$ cat src/rtl/tlb_pkg.sv
// Shared constants and types for the TLB storage array.
// Default geometry matches the legacy 32-entry store.
package tlb_pkg;

  localparam int TLB_DEPTH = 32;
  localparam int TLB_EW    = 50;
  localparam int TLB_HW    = 44;

  typedef enum logic {
    ST_IDLE,
    ST_FLUSH
  } tlbState_t;

endpackage

$ cat src/rtl/tlb_mem_bank.sv
// Distributed-RAM style bank: one synchronous write port,
// NR asynchronous read ports, no reset on the storage.
module tlb_mem_bank #(
  parameter int W  = 8,
  parameter int D  = 32,
  parameter int NR = 1,
  localparam int AW = $clog2(D)
) (
  input  logic                   clk,
  input  logic                   we,
  input  logic [AW-1:0]          wrAddr,
  input  logic [W-1:0]           wrData,
  input  logic [NR-1:0][AW-1:0]  rdAddr,
  output logic [NR-1:0][W-1:0]   rdData
);

  logic [W-1:0] mem [D];

  always_ff @(posedge clk) begin
    if (we) mem[wrAddr] <= wrData;
  end

  for (genvar g = 0; g < NR; g++) begin : gRd
    assign rdData[g] = mem[rdAddr[g]];
  end

endmodule

$ cat src/rtl/tlb_array.sv
// TLB entry store: registered lookups, TLBR/TLBWI/TLBWR,
// CP0 Random generation and a multi-cycle valid-bit flush.
import tlb_pkg::*;

module tlb_array #(
  parameter int DEPTH = TLB_DEPTH,
  parameter int EW    = TLB_EW,
  parameter int HW    = TLB_HW,
  localparam int IW   = $clog2(DEPTH)
) (
  input  logic          clk,
  input  logic          rst,
  input  logic [IW-1:0] ia_idx,
  output logic [EW-1:0] ia_entry,
  output logic          ia_vld,
  input  logic [IW-1:0] db_idx,
  output logic [EW-1:0] db_entry,
  output logic          db_vld,
  input  logic [IW-1:0] rd_idx,
  output logic [EW-1:0] rd_entry,
  output logic [HW-1:0] rd_hdr,
  input  logic          we,
  input  logic          wr_rand,
  input  logic [IW-1:0] wr_idx,
  input  logic [EW-1:0] wr_entry,
  input  logic [HW-1:0] wr_hdr,
  input  logic [IW-1:0] wired,
  output logic [IW-1:0] random,
  input  logic          flush_req,
  output logic          busy
);

  localparam logic [IW-1:0] LAST = IW'(DEPTH - 1);

  tlbState_t        state, stateNxt;
  logic [IW-1:0]    fcnt, fcntNxt;
  logic [DEPTH-1:0] valid, validNxt;
  logic [IW-1:0]    randNxt;
  logic [IW-1:0]    wrTgt;
  logic             doWr;
  logic             iaVldQ, dbVldQ;
  logic             iaHit, dbHit, rdHit;

  logic [2:0][EW-1:0] payRd;
  logic [0:0][HW-1:0] hdrRd;

  assign busy  = (state == ST_FLUSH);
  assign wrTgt = wr_rand ? random : wr_idx;
  assign doWr  = we & ~busy;

  assign iaHit = doWr && (ia_idx == wrTgt);
  assign dbHit = doWr && (db_idx == wrTgt);
  assign rdHit = doWr && (rd_idx == wrTgt);

  tlb_mem_bank #(
    .W(EW), .D(DEPTH), .NR(3)
  ) uPay (
    .clk    (clk),
    .we     (doWr),
    .wrAddr (wrTgt),
    .wrData (wr_entry),
    .rdAddr ({rd_idx, db_idx, ia_idx}),
    .rdData (payRd)
  );

  tlb_mem_bank #(
    .W(HW), .D(DEPTH), .NR(1)
  ) uHdr (
    .clk    (clk),
    .we     (doWr),
    .wrAddr (wrTgt),
    .wrData (wr_hdr),
    .rdAddr (rd_idx),
    .rdData (hdrRd)
  );

  always_comb begin
    stateNxt = state;
    fcntNxt  = fcnt;
    validNxt = valid;
    if (doWr) validNxt[wrTgt] = 1'b1;
    unique case (state)
      ST_IDLE: begin
        if (flush_req) begin
          stateNxt = ST_FLUSH;
          fcntNxt  = '0;
        end
      end
      ST_FLUSH: begin
        validNxt[fcnt] = 1'b0;
        fcntNxt = fcnt + 1'b1;
        if (fcnt == LAST) stateNxt = ST_IDLE;
      end
    endcase
  end

  // A Wired value at the top index pins Random there.
  always_comb begin
    randNxt = random - 1'b1;
    if (wired == LAST || random <= wired) randNxt = LAST;
  end

  always_ff @(posedge clk or posedge rst) begin
    if (rst) begin
      state  <= ST_FLUSH;
      fcnt   <= '0;
      valid  <= '0;
      random <= LAST;
    end else begin
      state  <= stateNxt;
      fcnt   <= fcntNxt;
      valid  <= validNxt;
      random <= randNxt;
    end
  end

  // Sampling the next valid vector gives write-first vld
  // and sees the entry being cleared on the same edge.
  always_ff @(posedge clk or posedge rst) begin
    if (rst) begin
      ia_entry <= '0;
      db_entry <= '0;
      rd_entry <= '0;
      rd_hdr   <= '0;
      iaVldQ   <= 1'b0;
      dbVldQ   <= 1'b0;
    end else begin
      ia_entry <= iaHit ? wr_entry : payRd[0];
      db_entry <= dbHit ? wr_entry : payRd[1];
      rd_entry <= rdHit ? wr_entry : payRd[2];
      rd_hdr   <= rdHit ? wr_hdr   : hdrRd[0];
      iaVldQ   <= validNxt[ia_idx];
      dbVldQ   <= validNxt[db_idx];
    end
  end

  assign ia_vld = iaVldQ & ~busy;
  assign db_vld = dbVldQ & ~busy;

endmodule

$ cat config.mk
export PLATFORM = sky130hd
export DESIGN_NAME = tlb_array
export DESIGN_NICKNAME = d
export VERILOG_FILES = /design/src/rtl/tlb_pkg.sv /design/src/rtl/tlb_mem_bank.sv /design/src/rtl/tlb_array.sv
export SDC_FILE = /design/constraint.sdc
export NUM_CORES = 2
export LEC_CHECK = 0
export CAP_MARGIN = 20
export CORE_MARGIN = 2
export CORE_UTILIZATION = 50
export CTS_CLUSTER_SIZE = 40
export DETAILED_ROUTE_END_ITERATION = 10
export GPL_TIMING_DRIVEN = 0
export PLACE_DENSITY = 0.66
export SYNTH_ARGS = -nofsm -noshare
export SYNTH_HDL_FRONTEND = slang
export SYNTH_SLANG_ARGS = --single-unit
$ cat constraint.sdc
create_clock -name clk -period 37.9 [get_ports clk]
set_clock_uncertainty 0.15 [all_clocks]
set_input_delay 9.475 -clock clk [delete_from_list [all_inputs] [get_ports clk]]
set_output_delay 9.475 -clock clk [all_outputs]
set_load 0.02 [all_outputs]
==> results.json <==
{
  "routed_wl_um": 488000,
  "cp_max_fo": 17,
  "intPower_uw": 6310,
  "finalCriticalPeriod_ns": 14.25,
  "worstPathRequired_ns": 38.50,
  "grt_pass1_wl_um": 670000,
  "hold_violations": 0,
  "reg2regPathDepth": 9,
  "synthArstFlopShare_pct": 7.36,
  "rows": 199,
  "synth_xor_area_share_pct": 0.112,
  "tightest_slew_ns": 1.33,
  "place_ws_ns": 22.44,
  "core-area_um2": 295000,
  "ios": 326,
  "slew_headroom_pct": 11.6,
  "synth_top_family_by_area": "multiplexers",
  "cap_viol_max_count": 0,
  "power.density_nw_per_um2": 47.3,
  "ys_warn_count": 0,
  "fmax_ghz": 0.0702,
  "synth.distinct_cells": 62,
  "nets": 7849,
  "dp.cells": 11211,
  "detail-route-antenna-nets": 0,
  "p_switching_uw": 1970,
  "avgSynthCellArea_um2": 22.4,
  "arrival_ns": 14.85,
  "synth-edff-count": 3008,
  "die_w_um": 549,
  "setup_viol": 0,
  "syn-num-nets": 6759,
  "path_class": "in -> reg",
  "clk_latency_ns": 0.95,
  "period_share_pct": 37.6,
  "peakVddDrop_v": 0.0000535,
  "drc": 0,
  "run_status": "completed",
  "synth_seq_area_share_pct": 65.0,
  "netlist_instances": 6624,
  "yosysTopAreaCell": "edfxtp_1",
  "ctsHoldBuffers": 0,
  "numPortBuffers": 311,
  "synth_simple_gate_area_share_pct": 1.00,
  "num_vias": 85006,
  "avgViaCountPerCell": 7.10,
  "cts_tree": "yes",
  "synth_fa_ha_area_share_pct": 0.0928,
  "clk_pin_slew_ns": 0.06,
  "root_buffer": "clkbuf_16",
  "synth_area_um2": 148000,
  "grt_use_total_pct": 32.5,
  "layout_common_cells": "edfxtp_1 (3008), mux4_2 (1940), clkbuf_16 (367)",
  "final_common_cell": "edfxtp_1",
  "regArea_um2": 96300,
  "place_congestion": 0.912,
  "cts_max_path_buffers": 4,
  "pwr-share-seq_pct": 48.1,
  "p_comb_share_pct": 10.7,
  "drive_gt1_share_pct": 39.1,
  "htreeDepth": 5,
  "grt-ovfl-total": 0,
  "rsz0062_at_grt": "no",
  "detail_route.wl_per_cell_um": 40.8,
  "swShare_pct": 23.8,
  "synth_compound_area_share_pct": 1.35,
  "pwr-share-clk_pct": 41.2,
  "drt_iter0_markers": 13351,
  "grt_pass1_vias": 84220,
  "area.growth.synth_to_final_pct": 18.0,
  "whs_ns": 0.350,
  "fin_ws_ns": 23.65,
  "dp_hpwl_um": 333000,
  "synthMuxAreaShare_pct": 30.9,
  "hold_class": "reg -> reg",
  "fillCellCount": 20660,
  "antenna_found_initial": 40,
  "cts_resized": 0,
  "dr.pass1.iters": 6,
  "dieHeight_um": 549,
  "die_area_um2": 301000,
  "synth_top_area_share_pct": 60.9,
  "critPathCaptureType": "flip-flop",
  "ys.flop_type": "edfxtp_1",
  "crit_path_start_kind": "input port",
  "stdcell_count": 11977,
  "cts_setup_buffers": 0,
  "cts.sinks": 3247,
  "whs_path_depth": 1,
  "initial_core_util_pct": 50.3,
  "multiInputGateArea_um2": 49800,
  "synthTopCellsByArea": "edfxtp_1 (61%), mux4_2 (29%), dfrtp_1 (3.9%)",
  "synth_seq_cells": 3247,
  "slew_viol_final": 0,
  "leakagePower_uw": 0.0563,
  "grt_max_degree": 98,
  "cts_made_buffers": 348
}
==> power groups by stage <==
| stage | Clock (µW) | Sequential, µW | Combinational (µW) |
|---|---|---|---|
| 3_3_place_gp | 0 | 4070 | 810 |
| 5_1_grt | 3580 | 3990 | 909 |
| 4_1_cts | 3440 | 3990 | 854 |
| 6_report | 3420 | 3980 | 882 |
| 3_5_place_dp | 0 | 4060 | 851 |
| 2_1_floorplan | 0 | 4100 | 425 |
==> kinds of logic (layout without fill, tap and decap cells) <==
family	Yosys count	after routing
AND/OR/NAND/NOR	323	323
flip-flops	3247	3247
XOR/XNOR	19	19
AO/OA/AOI/OAI	323	323
buffers and inverters	557	1941
other	0	50
adder cells (fa/ha/maj)	11	11
multiplexers	2144	2144
==> final cells by class <==
cell class                 instances  share of cell area [%]
sequential                      3247                    55.1
tap                             3919                    2.80
buffer                           527                    1.31
antenna                           50                  0.0715
clock buffer                     443                    5.32
inverter                          30                  0.0973
timing repair buffer             740                    5.74
clock inverter                   201                    1.16
multi-input combinational       2820                    28.4
==> registers in the layout, summed over array words and instances (netlist names) <==
name	flops
uHdr.mem	1408
db_entry	50
rd_entry	50
uPay.mem	1600
rd_hdr	44
busy	1
fcnt	5
valid	32
random	5
ia_entry	50
dbVldQ	1
iaVldQ	1
==> per-stage QoR <==
stage	instance area (µm²)	utilization (%)	setup TNS [ns]	power (µW)
after global routing	175000	59.4	0	8480
after floorplan	148000	-	0	4520
after global placement	156000	53.1	-58.13	4880
after detailed placement	162000	55.0	0	4910
final	175000	59.4	0	8280
after CTS	173000	58.8	0	8280
==> cells in the mapped netlist, drive strengths merged (3+ instances only) <==
master	instances
and2	3
dfrtp	233
inv	30
a31oi	9
nor3	3
o32a	6
mux2i	201
clkbuf	268
ha	11
a2111oi	11
o22a	8
o22ai	9
nand3	14
buf	259
a21oi	205
o2111ai	15
xnor2	17
nor2b	10
o221ai	8
edfxtp	3008
mux2	3
or3	3
o32ai	10
and4b	3
nor4b	3
nand2	15
or2	3
mux4	1940
nor2	231
nor4	4
o2111a	3
nand2b	11
o21ai	25
a211oi	9
dfstp	6
==> worst max-delay path, cell delays in order <==
cell and delay (ns):
buf_2 0.14, buf_2 0.39, buf_2 0.98, buf_4 0.46
xnor2_1 0.13, nor4_2 0.30, nand3_2 0.87, buf_2 0.64
buf_12 0.26, buf_2 0.30, a21oi_1 0.82
==> final timing paths <==
| path | start | to | slack (ns) |
|---|---|---|---|
| worst min-delay path | random[0]$_DFF_PP1_ | random[0]$_DFF_PP1_ | 0.35 |
| worst max-delay path | rd_idx[0] | rd_entry[49]$_DFF_PP0_ | 23.65 |
| max in group asynchronous | rst | rd_hdr[9]$_DFF_PP0_ | 27.76 |
| min in group asynchronous | rst | rd_entry[23]$_DFF_PP0_ | 8.82 |
| worst max register to register | random[2]$_DFF_PP1_ | rd_entry[49]$_DFF_PP0_ | 32.89 |
| worst min register to register | random[0]$_DFF_PP1_ | random[0]$_DFF_PP1_ | 0.35 |
==> metal layers <==
layer / GRT usage, % / wire, µm / up-vias
met4: 16.6 / 28300 / 22
met3: 7.49 / 57100 / 1321
met1: 42.3 / 167000 / 45304
met2: 51.7 / 236000 / 6647
met5: 0 / 146 / -
li1: - / - / 31712
No activity file was read; power rests on OpenSTA's default activity.
